==> src/rtl/mem_arbiter_pkg.sv <==
// mem_arbiter_pkg
//   Shared definitions for the byte-serial memory arbiter: FSM state codes,
//   access width codes, the bytes-per-word constant and small helpers used by
//   both the arbiter and its load extension sub-module.
package mem_arbiter_pkg;

   localparam logic [1:0] ST_IDLE  = 2'd0;
   localparam logic [1:0] ST_READ  = 2'd1;
   localparam logic [1:0] ST_WRITE = 2'd2;
   localparam logic [1:0] ST_DONE  = 2'd3;

   localparam logic [1:0] WIDTH_BYTE = 2'b00;
   localparam logic [1:0] WIDTH_HALF = 2'b01;
   localparam logic [1:0] WIDTH_WORD = 2'b10;

   localparam logic [2:0] WORD_BYTES = 3'd4;

   // Number of RAM bytes a transaction moves; fetches are always a full word.
   function automatic logic [2:0] byte_count(input logic is_fetch, input logic [1:0] width);
      logic [2:0] n;
      if (is_fetch) begin
         n = WORD_BYTES;
      end else begin
         case (width)
            WIDTH_BYTE: n = 3'd1;
            WIDTH_HALF: n = 3'd2;
            default:    n = WORD_BYTES;
         endcase
      end
      return n;
   endfunction

   // Little-endian byte lane select.
   function automatic logic [7:0] get_byte(input logic [31:0] word, input logic [1:0] idx);
      logic [31:0] shifted;
      shifted = word >> {idx, 3'b000};
      return shifted[7:0];
   endfunction

endpackage

==> src/rtl/mem_arbiter_load_extend.sv <==
// load_extend
//   Combinational load result formatter. Keeps the low 1/2/4 bytes of the
//   assembled little-endian word and fills the unused upper bytes with zero,
//   or with the top loaded bit for signed byte/half loads.
// Ports
//   raw_in     [31:0]  assembled bytes (unused upper bytes don't care)
//   width_in   [1:0]   00 byte, 01 half, 10/11 word
//   signed_in          sign-extend byte/half loads
//   result_out [31:0]  formatted load result
module load_extend
   import mem_arbiter_pkg::*;
(
   input  logic [31:0] raw_in,
   input  logic [1:0]  width_in,
   input  logic        signed_in,
   output logic [31:0] result_out
);

   always_comb begin
      case (width_in)
         WIDTH_BYTE: result_out = {{24{signed_in & raw_in[7]}},  raw_in[7:0]};
         WIDTH_HALF: result_out = {{16{signed_in & raw_in[15]}}, raw_in[15:0]};
         default:    result_out = raw_in;
      endcase
   end

endmodule

==> src/rtl/mem_arbiter.sv <==
// mem_arbiter
//   Arbitrates an instruction-fetch port and a load/store data port onto a
//   byte-wide synchronous RAM (read data one cycle after address). The data
//   port has priority. Words are moved one byte per cycle, little-endian.
//   rdy_in low freezes the block; ram_wr_out is gated off while frozen.
// Ports
//   clk_in, rst_in (sync, active-low), rdy_in (global ready)
//   if_req_in/if_addr_in            fetch request;  if_done_out/if_inst_out result
//   mem_load_in/mem_store_in/mem_addr_in/mem_val_in/mem_width_in/mem_signed_in
//                                   data request;   mem_done_out/mem_data_out result
//   ram_a_out/ram_wr_out/ram_dout_out/ram_din_in   byte RAM port
//   busy_out                        high whenever the FSM is not idle
// Build option
//   MEM_ARB_FETCH_ABORT_EN adds if_flush_in, which abandons an in-progress
//   fetch read (back to idle, no done pulse).
//
// state    | meaning
// ST_IDLE  | sample requests, data port wins over fetch
// ST_READ  | present byte addresses, capture ram_din_in one cycle later
// ST_WRITE | one byte written per cycle
// ST_DONE  | one-cycle done pulse, result valid
module mem_arbiter
   import mem_arbiter_pkg::*;
(
   input  logic        clk_in,
   input  logic        rst_in,
   input  logic        rdy_in,
`ifdef MEM_ARB_FETCH_ABORT_EN
   input  logic        if_flush_in,
`endif
   input  logic        if_req_in,
   input  logic [31:0] if_addr_in,
   output logic        if_done_out,
   output logic [31:0] if_inst_out,
   input  logic        mem_load_in,
   input  logic        mem_store_in,
   input  logic [31:0] mem_addr_in,
   input  logic [31:0] mem_val_in,
   input  logic [1:0]  mem_width_in,
   input  logic        mem_signed_in,
   output logic        mem_done_out,
   output logic [31:0] mem_data_out,
   output logic [31:0] ram_a_out,
   output logic        ram_wr_out,
   output logic [7:0]  ram_dout_out,
   input  logic [7:0]  ram_din_in,
   output logic        busy_out
);

   logic [1:0]  state_q,    state_d;
   logic [1:0]  cnt_q,      cnt_d;
   logic        valid_q,    valid_d;
   logic        resume_q,   resume_d;
   logic        is_fetch_q, is_fetch_d;
   logic [2:0]  nbytes_q,   nbytes_d;
   logic [1:0]  width_q,    width_d;
   logic        signed_q,   signed_d;
   logic [31:0] addr_q,     addr_d;
   logic [31:0] val_q,      val_d;
   logic [31:0] raw_q,      raw_d;
   logic [31:0] ram_a_q,    ram_a_d;
   logic        ram_wr_q,   ram_wr_d;
   logic [7:0]  ram_dout_q, ram_dout_d;
   logic        if_done_q,  if_done_d;
   logic        mem_done_q, mem_done_d;
   logic [31:0] if_inst_q,  if_inst_d;
   logic [31:0] mem_data_q, mem_data_d;
   logic        busy_q,     busy_d;

   logic [31:0] raw_cap;
   logic [31:0] ext_data;
   logic [2:0]  issued;
   logic        last_byte;
   logic        flush_req;

`ifdef MEM_ARB_FETCH_ABORT_EN
   assign flush_req = if_flush_in;
`else
   assign flush_req = 1'b0;
`endif

   // valid_q marks that ram_din_in holds the byte addressed last cycle.
   assign raw_cap   = raw_q | ({24'd0, ram_din_in} << {cnt_q, 3'b000});
   assign issued    = {1'b0, cnt_q} + {2'b00, valid_q} + 3'd1;
   assign last_byte = ({1'b0, cnt_q} == (nbytes_q - 3'd1));
   assign resume_d  = ~rdy_in;
   assign busy_d    = (state_d != ST_IDLE);

   load_extend u_load_extend (
      .raw_in     (raw_cap),
      .width_in   (width_q),
      .signed_in  (signed_q),
      .result_out (ext_data)
   );

   always_comb begin
      state_d    = state_q;
      cnt_d      = cnt_q;
      valid_d    = valid_q;
      is_fetch_d = is_fetch_q;
      nbytes_d   = nbytes_q;
      width_d    = width_q;
      signed_d   = signed_q;
      addr_d     = addr_q;
      val_d      = val_q;
      raw_d      = raw_q;
      ram_a_d    = ram_a_q;
      ram_wr_d   = ram_wr_q;
      ram_dout_d = ram_dout_q;
      if_done_d  = if_done_q;
      mem_done_d = mem_done_q;
      if_inst_d  = if_inst_q;
      mem_data_d = mem_data_q;

      if (rdy_in) begin
         if_done_d  = 1'b0;
         mem_done_d = 1'b0;
         case (state_q)
            ST_IDLE: begin
               cnt_d   = 2'd0;
               valid_d = 1'b0;
               raw_d   = 32'd0;
               if (mem_load_in || mem_store_in) begin
                  is_fetch_d = 1'b0;
                  nbytes_d   = byte_count(1'b0, mem_width_in);
                  width_d    = mem_width_in;
                  signed_d   = mem_signed_in;
                  addr_d     = mem_addr_in;
                  val_d      = mem_val_in;
                  ram_a_d    = mem_addr_in;
                  if (mem_store_in) begin
                     state_d    = ST_WRITE;
                     ram_wr_d   = 1'b1;
                     ram_dout_d = mem_val_in[7:0];
                  end else begin
                     state_d = ST_READ;
                  end
               end else if (if_req_in) begin
                  is_fetch_d = 1'b1;
                  nbytes_d   = WORD_BYTES;
                  width_d    = WIDTH_WORD;
                  signed_d   = 1'b0;
                  addr_d     = if_addr_in;
                  ram_a_d    = if_addr_in;
                  state_d    = ST_READ;
               end
            end

            ST_READ: begin
               if (is_fetch_q && flush_req) begin
                  state_d = ST_IDLE;
                  cnt_d   = 2'd0;
                  valid_d = 1'b0;
               end else if (resume_q) begin
                  // The byte in flight before the freeze is lost; re-present
                  // its address and capture it a cycle later.
                  ram_a_d = addr_q + {30'd0, cnt_q};
                  valid_d = 1'b0;
               end else begin
                  valid_d = 1'b1;
                  if (issued < nbytes_q) begin
                     ram_a_d = ram_a_q + 32'd1;
                  end
                  if (valid_q) begin
                     raw_d = raw_cap;
                     if (last_byte) begin
                        state_d = ST_DONE;
                        cnt_d   = 2'd0;
                        valid_d = 1'b0;
                        if (is_fetch_q) begin
                           if_inst_d = raw_cap;
                           if_done_d = 1'b1;
                        end else begin
                           mem_data_d = ext_data;
                           mem_done_d = 1'b1;
                        end
                     end else begin
                        cnt_d = cnt_q + 2'd1;
                     end
                  end
               end
            end

            ST_WRITE: begin
               if (last_byte) begin
                  state_d    = ST_DONE;
                  cnt_d      = 2'd0;
                  ram_wr_d   = 1'b0;
                  mem_done_d = 1'b1;
               end else begin
                  cnt_d      = cnt_q + 2'd1;
                  ram_a_d    = ram_a_q + 32'd1;
                  ram_dout_d = get_byte(val_q, cnt_q + 2'd1);
               end
            end

            ST_DONE: begin
               state_d = ST_IDLE;
            end

            default: begin
               state_d = ST_IDLE;
            end
         endcase
      end
   end

   always_ff @(posedge clk_in) begin
      if (!rst_in) begin
         state_q    <= ST_IDLE;
         cnt_q      <= 2'd0;
         valid_q    <= 1'b0;
         resume_q   <= 1'b0;
         is_fetch_q <= 1'b0;
         nbytes_q   <= 3'd0;
         width_q    <= 2'd0;
         signed_q   <= 1'b0;
         addr_q     <= 32'd0;
         val_q      <= 32'd0;
         raw_q      <= 32'd0;
         ram_a_q    <= 32'd0;
         ram_wr_q   <= 1'b0;
         ram_dout_q <= 8'd0;
         if_done_q  <= 1'b0;
         mem_done_q <= 1'b0;
         if_inst_q  <= 32'd0;
         mem_data_q <= 32'd0;
         busy_q     <= 1'b0;
      end else begin
         state_q    <= state_d;
         cnt_q      <= cnt_d;
         valid_q    <= valid_d;
         resume_q   <= resume_d;
         is_fetch_q <= is_fetch_d;
         nbytes_q   <= nbytes_d;
         width_q    <= width_d;
         signed_q   <= signed_d;
         addr_q     <= addr_d;
         val_q      <= val_d;
         raw_q      <= raw_d;
         ram_a_q    <= ram_a_d;
         ram_wr_q   <= ram_wr_d;
         ram_dout_q <= ram_dout_d;
         if_done_q  <= if_done_d;
         mem_done_q <= mem_done_d;
         if_inst_q  <= if_inst_d;
         mem_data_q <= mem_data_d;
         busy_q     <= busy_d;
      end
   end

   assign if_done_out  = if_done_q;
   assign if_inst_out  = if_inst_q;
   assign mem_done_out = mem_done_q;
   assign mem_data_out = mem_data_q;
   assign ram_a_out    = ram_a_q;
   // A frozen write must not reach the RAM; it is replayed on resume.
   assign ram_wr_out   = ram_wr_q & rdy_in;
   assign ram_dout_out = ram_dout_q;
   assign busy_out     = busy_q;

endmodule

==> config.mk <==
export PLATFORM = sky130hd
export DESIGN_NAME = mem_arbiter
export DESIGN_NICKNAME = d
export VERILOG_FILES = /design/src/rtl/mem_arbiter_pkg.sv /design/src/rtl/mem_arbiter_load_extend.sv /design/src/rtl/mem_arbiter.sv
export SDC_FILE = /design/constraint.sdc
export NUM_CORES = 1
export LEC_CHECK = 0
export CORE_MARGIN = 4
export CORE_UTILIZATION = 40
export DETAILED_ROUTE_END_ITERATION = 12
export MAX_ROUTING_LAYER = met4
export PLACE_DENSITY = 0.7
export SYNTH_ARGS = -nofsm -noshare
export SYNTH_HDL_FRONTEND = slang
export SYNTH_SLANG_ARGS = --single-unit
export TNS_END_PERCENT = 10
==> constraint.sdc <==
create_clock -name clk_in -period 3.3 [get_ports clk_in]
set_input_delay 0.99 -clock clk_in [delete_from_list [all_inputs] [get_ports clk_in]]
set_output_delay 0.99 -clock clk_in [all_outputs]
set_load 0.02 [all_outputs]
## After elaboration in Yosys (flattened, before gate mapping)

Index checks and enable logic that the tools add are counted.

| storage, ports and cells | value |
|---|---|
| register bits after elaboration | 217 |
| bits of input ports | 113 |
| logic and storage cells | 122 |

| operators by class | value |
|---|---|
| $add $sub $neg | 6 |
| order comparisons | 1 |
| equality and inequality tests | 14 |
| shift operators | 2 |
| mux-type cells | 54 |
| bitwise logic cells | 7 |
| reduce and logical (&&, ||, !) cells | 19 |

Operator list:

| operator | count |
|---|---|
| $mux W32 | 7 |
| $pmux W32 S2 | 2 |
| $pmux W32 S3 | 1 |
| $add A32 B1 Y32 const B | 1 |
| $add A32 B2 Y32 | 1 |
| $or A32 B32 Y32 | 1 |
| $shl A8 B5 Y32 | 1 |
| $shr A32 B5 Y8 | 1 |
| $mux W2 | 12 |
| $mux W8 | 3 |
| $mux W1 | 20 |
| $pmux W8 S2 | 1 |
| $reduce_and A5 Y1 | 3 |
| $ne A2 B2 Y1 const B | 6 |
| $reduce_and A6 Y1 | 2 |
| $pmux W2 S4 | 1 |
| $reduce_and A4 Y1 | 2 |
| $reduce_bool A2 Y1 | 4 |
| $eq A2 B1 Y1 const B | 3 |
| $logic_not A2 Y1 | 3 |
| $mux W3 | 2 |
| $ne A3 B3 Y1 const B | 2 |
| $pmux W1 S2 | 3 |
| $pmux W2 S3 | 1 |
| other kinds (14) | 20 |

## Longest topological paths before layout

| depth | value |
|---|---|
| word-level depth | 8 |
| mapped depth | 14 |
| depth with buffers taken out | 11 |

## Modules after synthesis

From an unflattened synthesis, not the netlist that was laid out.

| unflattened totals | value |
|---|---|
| cells, all modules | 1349 |
| area, all modules | 10943.0 um2 |

Modules (own cells, without submodules):

| module | instances | cells each | area each (um2) |
|---|---|---|---|
| mem_arbiter | 1 | 1283 | 10557.6 |
| load_extend | 1 | 66 | 385.4 |

## Worst setup path before layout

Ideal clock, no wire load.

| timing path | value |
|---|---|
| path kind | register -> register |
| start point | register cnt_q[0] |
| end point | register ram_a_q[21] (netlist: ram_a_out[21]) |
| data arrival time | 3.200 ns |
| setup slack | -0.015 ns |
| cell stages (with the launch flop) | 15 |
| path buffers | 3 |
| cell sequence | dfxtp_1 > buf_2 > buf_1 > inv_1 > ha_1 > inv_1 > ha_1 > ha_1 > a21boi_0 > o311a_1 > a211oi_4 > clkbuf_1 > mux2i_1 > o221ai_1 > and3_1 |

| between the ends | value |
|---|---|
| longest elaborated chain between the ends | 5 |
| elaborated cells on any way between the ends | 10 |

RTL lines:

| item | RTL line | RTL |
|---|---|---|
| start: declaration | mem_arbiter.sv:51 | `logic [1:0] cnt_q, cnt_d;` |
| start signal: assignment | mem_arbiter.sv:231 | `cnt_q <= cnt_d;` |
| $add A2 B1 Y3 | mem_arbiter.sv:84 | `assign issued = {1'b0, cnt_q} + {2'b00, valid_q} + 3'd1;` |
| $add A3 B1 Y3 | mem_arbiter.sv:84 |  |
| $lt A3 B3 Y1 | mem_arbiter.sv:161 | `if (issued < nbytes_q) begin` |
| $ne A3 B3 Y1 (no source line) | - |  |
| $reduce_and A5 Y1 (no source line) | - |  |
| end signal: assignment | mem_arbiter.sv:241 | `ram_a_q <= ram_a_d;` |
| end: declaration | mem_arbiter.sv:61 | `logic [31:0] ram_a_q, ram_a_d;` |

Parallel ways exist; a longest one is shown, timed or not.
A chain may end at the register's enable or synchronous reset.

## Final worst setup path

| timing path | value |
|---|---|
| start point | input port rdy_in |
| end point | output port ram_wr_out |

| between the ends | value |
|---|---|
| longest elaborated chain between the ends | 1 |

RTL lines:

| item | RTL line | RTL |
|---|---|---|
| start: declaration | mem_arbiter.sv:27 | `input logic rdy_in,` |
| $and A1 B1 Y1 | mem_arbiter.sv:258 | `assign ram_wr_out = ram_wr_q & rdy_in;` |
| end: declaration | mem_arbiter.sv:44 | `output logic ram_wr_out,` |

No other way between the ends.

==> impl_metrics.toml <==
[timing]
fin_worst_hold_slack_ns = 0.453
fin_crit_ns = 3.17
finalSetupTns_ns = 0
slew_violations = 0
finalClockSkew_ns = 0.00949
setup_viol_count_final = 0
finalHoldViolCount = 0
rsz0062_at_grt = "no"
min_period_over_period_pct = 96.1
fmax_mhz = 315
relSlewSlack_pct = 45.2
worst_slew_pin_slew_ns = 0.821

[place]
dp_hpwl_um = 25200
routabilityCongestion = 0.918
place_area_um2 = 13400
portBuffers = 220

[worst_setup_path]
path_delay_family = "buffers and inverters"
cp_data_arrival_time_ns = 2.18
slowest_stage = "clkdlybuf4s50_1"
crit_top_cell = "clkdlybuf4s50_1"
max_stage_delay_ns = 0.61
ff2ff_setup_slack_ns = 0.38
r2r_start = "cnt_q[0]$_SDFFE_PN0P_"
reg2reg_to = "ram_a_out[29]$_SDFFE_PN0P_"
path_cells = "clkdlybuf4s50_1 > and2_1 > clkdlybuf4s50_1"
endpoint_kind = "primary output"
worst-setup-path-type = "in2out"
reg2reg_depth = 11
start_kind = "primary input"
cp.buffers_inverters = 2
cp_max_fo = 2
critPathRequiredTime_ns = 2.31

[pwr]
total_power_mw = 7.16
p_leak_nw = 5.15
p_per_area_nw_per_um2 = 503
ir_worst_vdd_v = 0.000303

[worst_hold_path]
whs_endpoint = "val_q[4]$_SDFFE_PN0P_"
worstHoldPathType = "reg2reg"
min_path_cells = 2
hp-start = "val_q[4]$_SDFFE_PN0P_"

[logic_synthesis]
synth-async-reset-ratio_pct = 0
ys_seq_area_share_pct = 40.5
synth.avg_cell_area_um2 = 8.33
ys.flop_type = "dfxtp_1"
synthSimpleGateAreaFrac_pct = 20.3
synthDistinctLibCells = 74
synthAdderAreaFrac_pct = 1.59
synthCells = 1287
yosys_warnings = 0
yosys.area_share.xor_xnor_pct = 3.59
syn_area_um2 = 10700
synth_mux_area_share_pct = 6.59
synth_compound_area_share_pct = 22.4
syn_nets = 1413
synth_edf_count = 0
synth_seq_cells = 217
synth_top_family_by_area = "compound AO/OA/AOI/OAI gates"

[cts]
ctsHoldBuffers = 0
postCtsSetupBuffers = 0
cts_resized = 0
numCtsBuffers = 25
clkTransAtPathRegs_ns = 0.05
cts_root_buffer = "clkbuf_16"
cts_buffer_depth = 3
insertion_delay_ns = 0.54
tritoncts = "done"
h-tree-depth = 1
cts_sinks = 217

[floorplanning]
die_y_um = 172
dieArea_um2 = 29500
die_x_um = 172
core_area_um2 = 26200
rows = 59
io_pins = 221
floorplan.initialDensity_pct = 40.9

[global_route]
grt_max_degree = 55
met1_usage_pct = 31.6
use_met2_pct = 36.8
grt_pass1_wl_um = 54600
antenna_found_initial = 0
grt-busiest-layer = "met2"
first_global_vias = 9935
grt_overflow = 0
met3_usage_pct = 4.34
grt_use_total_pct = 23.6

[cells_and_area]
layout-drive-gt1-share_pct = 8.81
fill_cells = 2369
final_area_um2 = 14200
syn_to_final_growth_pct = 32.7
nets = 1607
multi_input_area_um2 = 5870
ff_latch_area_um2 = 4340

[drt]
drt_first_pass_iters = 5
routed-via-count = 10400
postRouteAntennaNets = 0
drt-total-wl_um = 35400
wl_per_cell_um = 19.3
drc = 0
avgViaCountPerCell = 5.68
drtIter0Drc = 1016

[run_status]
status = "finished clean"

[flow_run]
cap_violations = 0
## layout by cell type (no fill, tap or decap), drive strengths merged, types with 10 or more instances in the layout
cell type,synthesis,layout
a211oi,67,67
a21o,19,19
a21oi,108,108
a22oi,24,24
and2,11,11
and3,12,12
buf,16,45
clkbuf,80,33
clkdlybuf4s50,1,220
dfxtp,217,217
ha,12,12
inv,19,22
mux2i,47,47
nand2,127,127
nand3,35,35
nand4,18,18
nor2,196,196
nor2b,10,10
nor3,28,28
nor4,19,19
o21ai,39,39
o221ai,10,10
o31ai,11,11
xnor2,25,25
xor2,19,19
## tightest hold or removal path, stage by stage (launching register included)
cell,delay [ns]
dfxtp_1,0.30
nand2_1,0.05
a21oi_1,0.05
## cells in the mapped netlist, types with 4 or more instances
cell type / number / area [um2]
a21o_1: 19 / 143
nand3_1: 35 / 175
o221a_2: 8 / 90.1
o31ai_1: 10 / 75.1
nor2b_1: 10 / 62.6
o21ai_0: 37 / 185
and2_1: 9 / 56.3
o221ai_1: 10 / 87.6
nand2_1: 127 / 477
mux4_2: 8 / 180
mux2i_1: 47 / 470
a2111oi_0: 5 / 43.8
nand4_1: 16 / 100
a211o_1: 4 / 35.0
a22oi_1: 24 / 180
and3_1: 10 / 62.6
a211oi_1: 66 / 495
xnor2_1: 25 / 219
nor4_1: 19 / 119
a21oi_1: 108 / 541
and4_1: 7 / 61.3
mux2_2: 5 / 56.3
dfxtp_1: 217 / 4340
clkbuf_8: 6 / 82.6
ha_1: 12 / 150
or3_1: 5 / 31.3
o22ai_1: 6 / 37.5
buf_1: 4 / 15.0
a31oi_1: 7 / 43.8
nor2_1: 196 / 736
buf_2: 12 / 60.1
o31a_1: 4 / 35.0
or2_2: 6 / 37.5
clkbuf_1: 74 / 278
xor2_1: 19 / 166
a221oi_1: 8 / 70.1
nor3_1: 28 / 140
inv_1: 18 / 67.6
## per-layer routing
metal | routed length, um | up-vias
met4 | 971 | 0
li1 | - | 5056
met1 | 15400 | 4893
met3 | 2640 | 57
met5 | 0 | -
met2 | 16400 | 413
## worst max path at each step
stage	endpoint	startpoint	cells after the start	slack, ns
6_report	ram_wr_out	rdy_in	3	0.13
5_1_grt	ram_wr_out	rdy_in	3	0.1
4_1_cts	ram_wr_out	rdy_in	3	0.12
3_5_place_dp	ram_a_out[21]$_SDFFE_PN0P_	rdy_in	9	0.11
3_3_place_gp	ram_a_out[29]$_SDFFE_PN0P_	rdy_in	8	0.13
2_1_floorplan	ram_a_out[21]$_SDFFE_PN0P_	cnt_q[0]$_SDFFE_PN0P_	14	0.17
## report_power, final
| part | total [mW] | switching (mW) | internal [mW] |
|---|---|---|---|
| clock network | 2.95 | 1.14 | 1.81 |
| logic | 1.26 | 0.699 | 0.560 |
| registers | 2.95 | 0.189 | 2.76 |
| total | 7.16 | 2.03 | 5.13 |
## final cells by class
class	count	area share, %
Clock buffer	33	4.89
Clock inverter	12	1.32
Antenna cell	1	0.0176
Tap cell	335	2.94
Sequential cell	217	30.5
Inverter	21	0.571
Timing Repair Buffer	265	18.5
Multi-Input combinational cell	951	41.2
## stage by stage
| step | util, % | setup WS, ns | std cells |
|---|---|---|---|
| after global routing | 54.3 | 0.0982 | 1834 |
| after floorplan | - | 0.174 | 1287 |
| after detailed placement | 50.9 | 0.109 | 1789 |
| after CTS | 54.3 | 0.116 | 1834 |
| after global placement | 50.9 | 0.128 | 1789 |
| final | 54.3 | 0.129 | 1835 |
## sequential cells by signal, indices dropped and copies added (netlist names), 3 cells and up
signal        cells
raw_q            32
if_inst_out      32
mem_data_out     32
val_q            32
addr_q           32
ram_a_out        32
ram_dout_out      8
nbytes_q          3
## cells by family (layout without fill, tap and decap cells)
family | after synthesis | count (layout)
simple gates | 482 | 482
flops | 217 | 217
xor+xnor | 44 | 44
fa+ha+maj | 13 | 13
other cells | 0 | 1
mux | 60 | 60
buf+inv | 119 | 331
compound gates | 352 | 352
(Power assumes the default switching activity.)
